===== src/rtl/spi_axi_lite_mailbox.sv =====
// AXI-Lite register block for the SPI bridge: four scratch words, an outbound
// word mailbox FIFO with interrupt, a control register and a constant ID.
package spi_axi_lite_mailbox_pkg;
    typedef struct packed {
        logic [31:0] addr;
        logic [2:0]  prot;
    } axi_lite_ax_t;

    typedef struct packed {
        logic [31:0] data;
        logic [3:0]  strb;
    } axi_lite_w_t;

    typedef struct packed {
        logic [1:0] resp;
    } axi_lite_b_t;

    typedef struct packed {
        logic [31:0] data;
        logic [1:0]  resp;
    } axi_lite_r_t;

    typedef struct packed {
        axi_lite_ax_t aw;
        logic         aw_valid;
        axi_lite_w_t  w;
        logic         w_valid;
        logic         b_ready;
        axi_lite_ax_t ar;
        logic         ar_valid;
        logic         r_ready;
    } axi_lite_req_t;

    typedef struct packed {
        logic        aw_ready;
        logic        w_ready;
        axi_lite_b_t b;
        logic        b_valid;
        logic        ar_ready;
        axi_lite_r_t r;
        logic        r_valid;
    } axi_lite_rsp_t;
endpackage

module spi_axi_lite_mailbox #(
    parameter type         axi_lite_req_t = spi_axi_lite_mailbox_pkg::axi_lite_req_t,
    parameter type         axi_lite_rsp_t = spi_axi_lite_mailbox_pkg::axi_lite_rsp_t,
    parameter int unsigned FifoDepth      = 8,
    parameter logic [31:0] IdValue        = 32'h5350_4D42
) (
    input  logic          clk_i,
    input  logic          rst_i,
    input  axi_lite_req_t axi_lite_req_i,
    output axi_lite_rsp_t axi_lite_rsp_o,
    output logic [31:0]   mbox_data_o,
    output logic          mbox_valid_o,
    input  logic          mbox_ready_i,
    output logic          irq_o
);
    localparam int unsigned  PtrW       = $clog2(FifoDepth);
    localparam logic [PtrW:0] FullCount = FifoDepth[PtrW:0];
    localparam logic [1:0]   RespOkay   = 2'b00;
    localparam logic [1:0]   RespSlverr = 2'b10;
    localparam logic [1:0]   RespDecerr = 2'b11;

    logic            wr_ready_reg, b_valid_reg, ar_ready_reg, r_valid_reg;
    logic [1:0]      b_resp_reg, r_resp_reg;
    logic [31:0]     r_data_reg;
    logic [31:0]     scratch_reg [4];
    logic            irq_en_reg;
    logic [31:0]     fifo_mem [FifoDepth];
    logic [PtrW-1:0] wr_ptr_reg, rd_ptr_reg;
    logic [PtrW:0]   count_reg;

    logic [5:0]  aw_idx, ar_idx;
    logic        wr_fire, rd_fire, fifo_full, fifo_empty, push, pop, flush;
    logic [31:0] wr_mask, wdata, status, rd_data;
    logic [1:0]  wr_resp, rd_resp;
    logic [3:0]  strb;
    logic        unused_bits;

    assign aw_idx  = axi_lite_req_i.aw.addr[7:2];
    assign ar_idx  = axi_lite_req_i.ar.addr[7:2];
    assign wdata   = axi_lite_req_i.w.data;
    assign strb    = axi_lite_req_i.w.strb;
    assign wr_fire = wr_ready_reg & axi_lite_req_i.aw_valid & axi_lite_req_i.w_valid;
    assign rd_fire = ar_ready_reg & axi_lite_req_i.ar_valid;

    genvar gi;
    generate
        for (gi = 0; gi < 4; gi++) begin : g_lane
            assign wr_mask[gi*8 +: 8] = {8{strb[gi]}};
        end
    endgenerate

    assign fifo_empty   = (count_reg == '0);
    assign fifo_full    = (count_reg == FullCount);
    assign status       = {16'h0, 8'(count_reg), 6'h0, fifo_full, fifo_empty};
    assign mbox_valid_o = ~fifo_empty;
    assign mbox_data_o  = fifo_empty ? 32'h0 : fifo_mem[rd_ptr_reg];
    assign irq_o        = irq_en_reg & ~fifo_empty;
    assign pop          = mbox_valid_o & mbox_ready_i;

    always_comb begin
        wr_resp = RespOkay;
        push    = 1'b0;
        flush   = 1'b0;
        if (aw_idx[5:3] != 3'd0) begin
            wr_resp = RespDecerr;
        end else begin
            case (aw_idx[2:0])
                3'd4: begin
                    if (strb == 4'hF && !fifo_full) push = wr_fire;
                    else wr_resp = RespSlverr;
                end
                3'd5, 3'd7: wr_resp = RespSlverr;
                3'd6: flush = wr_fire & strb[0] & wdata[1];
                default: ;
            endcase
        end
    end

    // STATUS is captured here, at AR acceptance, not when R is returned.
    always_comb begin
        rd_data = 32'h0;
        rd_resp = RespOkay;
        if (ar_idx[5:3] != 3'd0) begin
            rd_resp = RespDecerr;
        end else begin
            case (ar_idx[2:0])
                3'd4:    rd_resp = RespSlverr;
                3'd5:    rd_data = status;
                3'd6:    rd_data = {31'h0, irq_en_reg};
                3'd7:    rd_data = IdValue;
                default: rd_data = scratch_reg[ar_idx[1:0]];
            endcase
        end
    end

    // Ready is registered and pulses for a single cycle once both valids are seen.
    always_ff @(posedge clk_i) begin
        if (rst_i) begin
            wr_ready_reg <= 1'b0;
            b_valid_reg  <= 1'b0;
            b_resp_reg   <= RespOkay;
            ar_ready_reg <= 1'b0;
            r_valid_reg  <= 1'b0;
            r_resp_reg   <= RespOkay;
            r_data_reg   <= 32'h0;
        end else begin
            wr_ready_reg <= axi_lite_req_i.aw_valid & axi_lite_req_i.w_valid
                            & ~b_valid_reg & ~wr_ready_reg;
            ar_ready_reg <= axi_lite_req_i.ar_valid & ~r_valid_reg & ~ar_ready_reg;
            if (wr_fire) begin
                b_valid_reg <= 1'b1;
                b_resp_reg  <= wr_resp;
            end else if (axi_lite_req_i.b_ready) begin
                b_valid_reg <= 1'b0;
            end
            if (rd_fire) begin
                r_valid_reg <= 1'b1;
                r_resp_reg  <= rd_resp;
                r_data_reg  <= rd_data;
            end else if (axi_lite_req_i.r_ready) begin
                r_valid_reg <= 1'b0;
            end
        end
    end

    always_ff @(posedge clk_i) begin
        if (rst_i) begin
            for (int i = 0; i < 4; i++) scratch_reg[i] <= 32'h0;
            irq_en_reg <= 1'b0;
        end else if (wr_fire && aw_idx[5:3] == 3'd0) begin
            if (!aw_idx[2])
                scratch_reg[aw_idx[1:0]] <= (scratch_reg[aw_idx[1:0]] & ~wr_mask) | (wdata & wr_mask);
            if (aw_idx[2:0] == 3'd6 && strb[0])
                irq_en_reg <= wdata[0];
        end
    end

    // Flush wins over any pop in the same cycle.
    always_ff @(posedge clk_i) begin
        if (rst_i || flush) begin
            wr_ptr_reg <= '0;
            rd_ptr_reg <= '0;
            count_reg  <= '0;
        end else begin
            if (push) wr_ptr_reg <= wr_ptr_reg + 1'b1;
            if (pop)  rd_ptr_reg <= rd_ptr_reg + 1'b1;
            case ({push, pop})
                2'b10:   count_reg <= count_reg + 1'b1;
                2'b01:   count_reg <= count_reg - 1'b1;
                default: ;
            endcase
        end
    end

    always_ff @(posedge clk_i) begin
        if (push) fifo_mem[wr_ptr_reg] <= wdata;
    end

    always_comb begin
        axi_lite_rsp_o          = '0;
        axi_lite_rsp_o.aw_ready = wr_ready_reg;
        axi_lite_rsp_o.w_ready  = wr_ready_reg;
        axi_lite_rsp_o.b.resp   = b_resp_reg;
        axi_lite_rsp_o.b_valid  = b_valid_reg;
        axi_lite_rsp_o.ar_ready = ar_ready_reg;
        axi_lite_rsp_o.r.data   = r_data_reg;
        axi_lite_rsp_o.r.resp   = r_resp_reg;
        axi_lite_rsp_o.r_valid  = r_valid_reg;
    end

    assign unused_bits = ^{axi_lite_req_i.aw.addr[31:8], axi_lite_req_i.aw.addr[1:0],
                           axi_lite_req_i.aw.prot, axi_lite_req_i.ar.addr[31:8],
                           axi_lite_req_i.ar.addr[1:0], axi_lite_req_i.ar.prot};
endmodule


===== config.mk =====
export PLATFORM = sky130hd
export DESIGN_NAME = spi_axi_lite_mailbox
export DESIGN_NICKNAME = d
export VERILOG_FILES = /design/src/rtl/spi_axi_lite_mailbox.sv
export SDC_FILE = /design/constraint.sdc
export NUM_CORES = 1
export LEC_CHECK = 0
export BUFFER_PORTS_ARGS = -buffer_cell sky130_fd_sc_hd__clkbuf_2
export CORE_MARGIN = 2
export CORE_UTILIZATION = 53
export CTS_BUF_LIST = sky130_fd_sc_hd__clkbuf_16
export DETAILED_ROUTE_END_ITERATION = 8
export GPL_ROUTABILITY_DRIVEN = 0
export GPL_TIMING_DRIVEN = 0
export PLACE_DENSITY = 0.73
export SLEW_MARGIN = 25
export SYNTH_ARGS = -nofsm -noshare
export SYNTH_HDL_FRONTEND = slang
export SYNTH_SLANG_ARGS = --single-unit

===== constraint.sdc =====
create_clock -name clk_i -period 6.55 [get_ports clk_i]
set_input_delay 1.6375 -clock clk_i [delete_from_list [all_inputs] [get_ports clk_i]]
set_output_delay 1.6375 -clock clk_i [all_outputs]
set_load 0.03 [all_outputs]

==> flow_summary.yaml <==
critical_path:
  critPathMostFrequentCell: "clkbuf_1"
  crit_path_start_kind: "flop"
  slowest_stage: "clkbuf_1"
  critPathArrivalTime_ns: 2.86
  r2r-start: "count_reg[1]"
  crit_path_max_incr_delay_ns: 0.62
  cp_cell_sequence: "clkbuf_1 > clkbuf_1 > mux4_2 > mux2i_1 > nor2_1 > clkbuf_2"
  worstPathRequired_ns: 4.91
  crit_type: "flop to primary output"
  cp_max_fo: 10
  cp-end-kind: "primary output"
layout:
  multiInputGateArea_mm2: 0.00538
  layout_common_cells: "edfxtp_1, nor2_1, mux4_2, clkbuf_2, mux2i_1"
  design_area_mm2: 0.0212
  drive_gt1_share_pct: 30.7
  area_delta_synth_final_pct: 16.0
  regArea_mm2: 0.0126
  final_common_cell: "edfxtp_1"
  final_net_count: 1402
  largest_register_ffs: 256
  post-route-util_pct: 62.0
  fin_cells: 1777
  fill_cells: 2518
timing:
  fin_skew_ns: 0.0141
  setup_tns_ns: 0
  holdWs_ns: 0.453
  hold_viol: 0
  slew_viol_final: 0
  period_minus_slack_ns: 4.50
  slew_headroom_pct: 39.9
  tightest_slew_ns: 0.902
  rsz0062_at_grt: "false"
  finalSetupViolCount: 0
  max_freq_mhz: 222
  fin_ws_ns: 2.05
  min_period_over_period_pct: 68.7
detailed_routing:
  num_vias: 10600
  ant_nets: 0
  wl_per_cell_um: 24.5
  drc_errors: 0
  first_pass_iters: 6
  wl_um: 43600
  drt_iter0_drc: 1101
  avgViaCountPerCell: 5.99
floorplan:
  num_rows: 68
  dieWidth_um: 190
  dieHeight_um: 190
  die_area_mm2: 0.0360
  start_util_pct: 53.4
  ios: 189
  coreArea_mm2: 0.0343
synthesis:
  synth-seq-cells: 438
  synthesis.area_mm2: 0.0183
  synth_seq_area_share_pct: 68.9
  synth_top_flop_cell: "edfxtp_1"
  synth_fp_nets: 1191
  syn_inst: 1072
  avgSynthCellArea_um2: 17.1
  synth_edf_count: 384
  yosysUniqueCellTypes: 49
  ys_warn_count: 0
  async_flop_share_pct: 0
power_and_ir_drop:
  power_mw: 5.62
  powerDensity_mw_per_mm2: 265
  power_leakage_nw: 7.44
  vdd_drop_max_v: 0.000160
placement:
  placed_cell_area_mm2: 0.0199
  place_hpwl_um: 29500
  pre_cts_slack_ns: 1.97
  placedCellCount: 1692
  io_buffers: 122
global_route:
  grt-ovfl-total: 0
  grt_pass1_vias: 10800
  antenna_found_initial: 3
  grt_pass1_wl_um: 65200
  grtUsageTotal_pct: 24.5
  grt_max_degree: 33
clock_network:
  cts_hold_buffers: 0
  cts-buffers-inserted: 44
  cts_setup_buffers: 0
  cts_root_buffer: "clkbuf_16"
  clk_latency_ns: 0.54
  cts_tree: "built"
  clkTransAtPathRegs_ns: 0.07
  clock_path_buffers: 3
  htreeDepth: 2
  cts_resized: 0
  numClockSinks: 438
worst_hold_path:
  min_from: "r_data_reg[25]"
  min_path_type: "flop to flop"
flow_run:
  maxCapViolations: 0
run_status:
  outcome: "completed"
kinds of logic (layout without fill, tap and decap cells):
| kind of cell | Yosys count | in the layout | share of synthesized area, % |
|---|---|---|---|
| AOI/OAI and AO/OA | 78 | 78 | 2.92 |
| xor gates and xnor gates | 5 | 5 | 0.239 |
| adders and majority gates | 5 | 5 | 0.342 |
| buffers and inverters | 83 | 330 | 2.06 |
| DFF | 438 | 438 | 68.9 |
| muxes | 200 | 200 | 19.4 |
| other | 0 | 3 | 0 |
| and+or+nand+nor | 263 | 263 | 6.17 |
Yosys cell counts (2+ instances only):
master,n,area [um^2]
nor2b_1,2,12.5
ha_1,5,62.6
or3_1,3,18.8
and2_1,2,12.5
a21o_1,4,30.0
nand4_1,4,25.0
and3b_1,2,17.5
a31o_2,2,17.5
mux2i_1,73,731
o31ai_1,5,37.5
mux2_2,4,45.0
nor3_2,3,30.0
and3_1,2,12.5
buf_1,7,26.3
nor3_1,7,35.0
nor2_1,201,754
nor4_1,3,18.8
edfxtp_1,384,11500
inv_1,7,26.3
a22oi_1,18,135
clkbuf_1,37,139
xor2_1,4,35.0
nor4b_1,2,17.5
a21oi_1,15,75.1
buf_4,10,75.1
a211o_1,2,17.5
mux4_2,123,2770
dfxtp_1,54,1080
buf_2,22,110
nand2_1,16,60.1
nand3_1,9,45.0
a211oi_1,2,15.0
a22o_1,3,26.3
nand2b_1,2,12.5
o221ai_1,3,26.3
o21ai_0,17,85.1
worst paths after layout:
check             cells past startpoint              end  slack (ns)
setup / recovery                      6  mbox_data_o[19]        2.05
hold / removal                        2   r_data_reg[25]        0.45
setup reg to reg                     12     count_reg[2]        3.32
hold reg to reg                       2   r_data_reg[25]        0.45
cell type report:
type | instances | area share, %
Inverter | 7 | 0.124
Buffer | 76 | 1.65
Multi-Input combinational cell | 551 | 25.3
Clock buffer | 46 | 5.42
Antenna cell | 3 | 0.0353
Clock inverter | 36 | 0.789
Tap cell | 455 | 2.68
Sequential cell | 438 | 59.4
Timing Repair Buffer | 165 | 4.60
where the power goes:
group | internal, mW | switching, mW
Clock | 1.27 | 1.03
Combinational | 0.0910 | 0.155
Sequential | 3.06 | 0.0164
Total | 4.42 | 1.20
metal layers:
layer  vias up  part of all wire (%)  global-route usage (%)
met5         -                     0                       0
met4         0                   2.4                    6.62
met3        83                   6.9                    3.63
met2       452                    51                    41.5
met1      5440                    40                    33.7
li1       4663                     -                       -
critical path, delay by kind of cell (launching register included):
kind                   cells  cell delay (ns)
buffers and inverters      3             1.33
DFF                        1             0.31
and+or+nand+nor            1             0.25
muxes                      2             0.43
No activity file was read; power rests on OpenSTA's default activity.
